File: src/rtl/serial_frame_serializer.sv
// Parallel-to-serial frame stage: valid/ready word capture, one bit per clock on x.
// Define SERIAL_FRAME_PARITY_EN to append an even-parity bit to every frame.
module serial_frame_serializer #(
  parameter int WIDTH     = 8,
  parameter bit LSB_FIRST = 1'b1
) (
  input  logic             clk,
  input  logic             reset,
  input  logic [WIDTH-1:0] din,
  input  logic             din_valid,
  output logic             din_ready,
  output logic             x,
  output logic             x_valid,
  output logic             frame_start,
  output logic             frame_end,
  output logic             busy
);

  localparam int CW = $clog2(WIDTH + 1);
  localparam logic [CW-1:0] LAST_IDX = CW'(WIDTH - 1);
  localparam logic [CW-1:0] PRE_LAST = CW'(WIDTH - 2);

`ifdef SERIAL_FRAME_PARITY_EN
  typedef enum logic [1:0] {IDLE = 2'd0, SHIFT = 2'd1, PAR = 2'd2} state_t;
`else
  typedef enum logic [1:0] {IDLE = 2'd0, SHIFT = 2'd1} state_t;
`endif

  state_t           state_q, state_d;
  logic [WIDTH-1:0] shreg_q, shreg_d;
  logic [CW-1:0]    cnt_q, cnt_d;
  logic             x_q, x_d;
  logic             x_valid_q, x_valid_d;
  logic             frame_start_q, frame_start_d;
  logic             frame_end_q, frame_end_d;
  logic             busy_q, busy_d;
`ifdef SERIAL_FRAME_PARITY_EN
  logic             par_q, par_d;
`endif
  logic             handshake;

  assign din_ready   = reset & ((state_q == IDLE) | frame_end_q);
  assign handshake   = din_valid & din_ready;

  assign x           = x_q;
  assign x_valid     = x_valid_q;
  assign frame_start = frame_start_q;
  assign frame_end   = frame_end_q;
  assign busy        = busy_q;

  // x_q always holds the bit being presented; cnt_q is that bit's index in the word.
  always_comb begin
    state_d       = state_q;
    shreg_d       = shreg_q;
    cnt_d         = cnt_q;
    x_d           = x_q;
    x_valid_d     = x_valid_q;
    frame_start_d = 1'b0;
    frame_end_d   = 1'b0;
    busy_d        = busy_q;
`ifdef SERIAL_FRAME_PARITY_EN
    par_d         = par_q;
`endif

    if (handshake) begin
      state_d   = SHIFT;
      cnt_d     = '0;
      x_valid_d = 1'b1;
      busy_d    = 1'b1;
      frame_start_d = 1'b1;
      if (LSB_FIRST) begin
        x_d     = din[0];
        shreg_d = din >> 1;
      end else begin
        x_d     = din[WIDTH-1];
        shreg_d = din << 1;
      end
`ifdef SERIAL_FRAME_PARITY_EN
      par_d = ^din;
`endif
    end else begin
      case (state_q)
        SHIFT: begin
          if (cnt_q != LAST_IDX) begin
            cnt_d = cnt_q + 1'b1;
            if (LSB_FIRST) begin
              x_d     = shreg_q[0];
              shreg_d = shreg_q >> 1;
            end else begin
              x_d     = shreg_q[WIDTH-1];
              shreg_d = shreg_q << 1;
            end
`ifndef SERIAL_FRAME_PARITY_EN
            frame_end_d = (cnt_q == PRE_LAST);
`endif
          end else begin
`ifdef SERIAL_FRAME_PARITY_EN
            state_d     = PAR;
            x_d         = par_q;
            frame_end_d = 1'b1;
`else
            state_d   = IDLE;
            shreg_d   = '0;
            cnt_d     = '0;
            x_d       = 1'b0;
            x_valid_d = 1'b0;
            busy_d    = 1'b0;
`endif
          end
        end
        default: begin
          state_d   = IDLE;
          shreg_d   = '0;
          cnt_d     = '0;
          x_d       = 1'b0;
          x_valid_d = 1'b0;
          busy_d    = 1'b0;
        end
      endcase
    end
  end

  always_ff @(posedge clk or negedge reset) begin
    if (!reset) begin
      state_q       <= IDLE;
      shreg_q       <= '0;
      cnt_q         <= '0;
      x_q           <= 1'b0;
      x_valid_q     <= 1'b0;
      frame_start_q <= 1'b0;
      frame_end_q   <= 1'b0;
      busy_q        <= 1'b0;
`ifdef SERIAL_FRAME_PARITY_EN
      par_q         <= 1'b0;
`endif
    end else begin
      state_q       <= state_d;
      shreg_q       <= shreg_d;
      cnt_q         <= cnt_d;
      x_q           <= x_d;
      x_valid_q     <= x_valid_d;
      frame_start_q <= frame_start_d;
      frame_end_q   <= frame_end_d;
      busy_q        <= busy_d;
`ifdef SERIAL_FRAME_PARITY_EN
      par_q         <= par_d;
`endif
    end
  end

endmodule

File: config.mk
export PLATFORM = sky130hd
export DESIGN_NAME = serial_frame_serializer
export DESIGN_NICKNAME = d
export VERILOG_FILES = /design/src/rtl/serial_frame_serializer.sv
export SDC_FILE = /design/constraint.sdc
export NUM_CORES = 1
export LEC_CHECK = 0
export BUFFER_PORTS_ARGS = -buffer_cell sky130_fd_sc_hd__buf_4
export CORE_MARGIN = 1.5
export CORE_UTILIZATION = 49
export CTS_CLUSTER_DIAMETER = 30
export DETAILED_ROUTE_END_ITERATION = 16
export PLACE_DENSITY = 0.76
export SLEW_MARGIN = 20
export SYNTH_ARGS = -nofsm -noshare
export SYNTH_HDL_FRONTEND = slang
export SYNTH_SLANG_ARGS = --single-unit
File: constraint.sdc
create_clock -name clk -period 1.7 [get_ports clk]
set_clock_uncertainty 0.1 [all_clocks]
set_input_delay 0.255 -clock clk [delete_from_list [all_inputs] [get_ports clk]]
set_output_delay 0.255 -clock clk [all_outputs]
set_load 0.01 [all_outputs]
==> impl_metrics.json <==
{
  "gp_congestion": 0.780,
  "critPathKind": "primary input to output pin",
  "finalSetupViolCount": 0,
  "worstMarginPinSlew_ns": 0.354,
  "antenna_found_initial": 0,
  "grt_first_pass_wirelength_um": 1750,
  "num_io_pins": 17,
  "vdd_ir_drop_max_mv": 0.813,
  "regArea_um2": 375,
  "max_stage_delay_ns": 0.54,
  "synth_compound_area_share_pct": 15.2,
  "rsz0062_at_grt": "no",
  "cts_num_sinks": 15,
  "start_util_pct": 51.9,
  "drv_slew": 0,
  "clockBufferDepth": 2,
  "arrival_ns": 1.25,
  "ys_warn_count": 0,
  "yosys.area_share.adder_pct": 3.75,
  "hold_violations": 0,
  "cts_root_buf": "clkbuf_4",
  "grt.total_usage_pct": 17.0,
  "numCtsBuffers": 3,
  "layout-drive-gt1-share_pct": 35.2,
  "cts.clk_slew.worst_paths_ns": 0.09,
  "fmax_mhz": 624,
  "fillers": 106,
  "post-route-cell-area_um2": 820,
  "hp-class": "primary input to flip-flop",
  "wl_per_cell_um": 12.1,
  "status": "finished clean",
  "antenna_left": 0,
  "synth_seq_cells": 15,
  "dieWidth_um": 39.9,
  "vias": 457,
  "via_per_inst": 5.31,
  "avgSynthCellArea_um2": 12.8,
  "core_mm2": 0.00128,
  "route.detailed.drc": 0,
  "worst_path_max_delay_cell": "dlygate4sd3_1",
  "routed_wl_um": 1040,
  "cpMostUsedCell": "buf_4",
  "power.density_mw_per_mm2": 1400,
  "yosysUniqueCellTypes": 20,
  "fin_crit_sh_pct": 94.2,
  "mostFrequentLayoutCells": "buf_4 (17), dfrtp_1 (15), o21ai_0 (8)",
  "area_growth_syn_to_layout_pct": 22.9,
  "synthesis.nets": 65,
  "synth_top_family_by_area": "simple AND/OR/NAND/NOR gates",
  "overflow": 0,
  "drt_iter0_drc": 10,
  "endpoint_kind": "output pin",
  "grt_pass1_vias": 400,
  "grt_max_degree": 15,
  "clk_latency_ns": 0.27,
  "period_needed_ns": 1.60,
  "synth.cell_area_um2": 667,
  "cp-start-kind": "primary input",
  "synthCells": 52,
  "cts_max_level": 1,
  "leakagePower_uw": 0.000397,
  "cts_tree": "done",
  "antenna_cells": 0,
  "synth_xor_area_share_pct": 2.63,
  "dpl-instance-area_um2": 779,
  "holdWs_ns": 0.0771,
  "io_buffers": 16,
  "firstDrtPassIters": 4,
  "final_common_cell": "buf_4",
  "postCtsSetupBuffers": 0,
  "required_ns": 1.34,
  "muxShareOfSynthArea_pct": 0,
  "max_slew_margin_pct": 76.3,
  "path_cells": "dlygate4sd3_1 -> buf_4 -> nor2b_1 -> buf_4",
  "dp_hpwl_um": 743,
  "num-nets-final": 85,
  "drv_cap": 0,
  "synthSimpleGateAreaFrac_pct": 16.5,
  "rows": 13,
  "die-area_mm2": 0.00159,
  "multiInputGateArea_um2": 256,
  "crit_fanout": 10,
  "die-height_um": 39.9,
  "setup-tns-final_ns": 0,
  "yosysSeqAreaShare_pct": 56.3
}
-- metrics by stage --
| stage | std cells | power [µW] | worst slack, ns | util (%) |
|---|---|---|---|---|
| final | 86 | 1150 | 0.0987 | 63.8 |
| after global routing | 86 | 1240 | 0.0434 | 63.8 |
| after detailed placement | 81 | 950 | 0.271 | 60.7 |
| after CTS | 86 | 1150 | 0.0301 | 63.7 |
| after floorplan | 52 | 849 | 0.410 | - |
| after global placement | 81 | 941 | 0.300 | 60.7 |
-- repair_timing --
| item | 4_1_cts | 5_1_grt |
|---|---|---|
| endpoints found under the hold margin | 15 | 0 |
| resized for setup | 1 | 1 |
| hold buffers | 1 | 0 |
| setup endpoints to repair | 1 | 1 |
-- critical path: cells and delay by family --
| kind | cells | cell delay, ns |
|---|---|---|
| AND/OR/NAND/NOR | 1 | 0.13 |
| buffers and inverters | 3 | 0.86 |
-- synth_stat cells (all sizes together) --
| cell type | count | area (µm²) |
|---|---|---|
| nor3b | 3 | 32.5 |
| nor2b | 1 | 6.26 |
| nor2 | 1 | 20.0 |
| ha | 2 | 25.0 |
| nand3b | 2 | 15.0 |
| nand3 | 1 | 5.00 |
| nor3 | 2 | 10.0 |
| dfrtp | 15 | 375 |
| inv | 1 | 3.75 |
| nand2 | 2 | 7.51 |
| o21ai | 8 | 40.0 |
| xor2 | 1 | 8.76 |
| and2b | 1 | 7.51 |
| o2bb2ai | 7 | 61.3 |
| and2 | 1 | 6.26 |
| buf | 3 | 33.8 |
| xnor2 | 1 | 8.76 |
-- flip-flops by register name (all words and copies together) (netlist names) --
name         count
frame_end        1
frame_start      1
shreg_q          7
cnt_q            4
x                1
busy             1
-- final timing paths --
| check | from | end | slack [ns] | cells past startpoint |
|---|---|---|---|---|
| worst max-delay path | reset | din_ready | 0.1 | 4 |
| worst min-delay path | din[7] | shreg_q[6] | 0.08 | 2 |
| worst max register to register | cnt_q[0] | frame_end | 0.32 | 4 |
| worst min register to register | cnt_q[0] | cnt_q[0] | 0.42 | 1 |
| max in group asynchronous | reset | cnt_q[1] | 0.95 | 3 |
| min in group asynchronous | reset | shreg_q[0] | 0.23 | 2 |
-- per-layer routing --
| layer | track usage [%] | up-vias | wire length (µm) |
|---|---|---|---|
| met1 | 22.2 | 223 | 487 |
| met4 | 10.3 | 0 | 15 |
| li1 | - | 223 | - |
| met5 | 0 | - | 0 |
| met2 | 25.4 | 9 | 493 |
| met3 | 3.41 | 2 | 44 |
-- power by group --
group	leakage, µW	internal [µW]	switching (µW)
clock	0.0000177	87.1	111
sequential	0.000199	458	69.6
combinational	0.000180	206	218
total	0.000397	751	398
-- final cells by class --
type	count	share of cell area, %
Clock buffer	3	2.75
Inverter	1	0.458
Multi-Input combinational cell	33	31.3
Clock inverter	1	0.611
Tap cell	15	2.29
Timing Repair Buffer	18	16.8
Sequential cell	15	45.8
-- cell families after synthesis --
kind of cell             count (synthesis)
AO/OA/AOI/OAI                           15
AND/OR/NAND/NOR                         14
XOR/XNOR                                 2
flip-flops                              15
buffers and inverters                    4
adder cells (fa/ha/maj)                  2
Power figures use the tool's default switching activity.
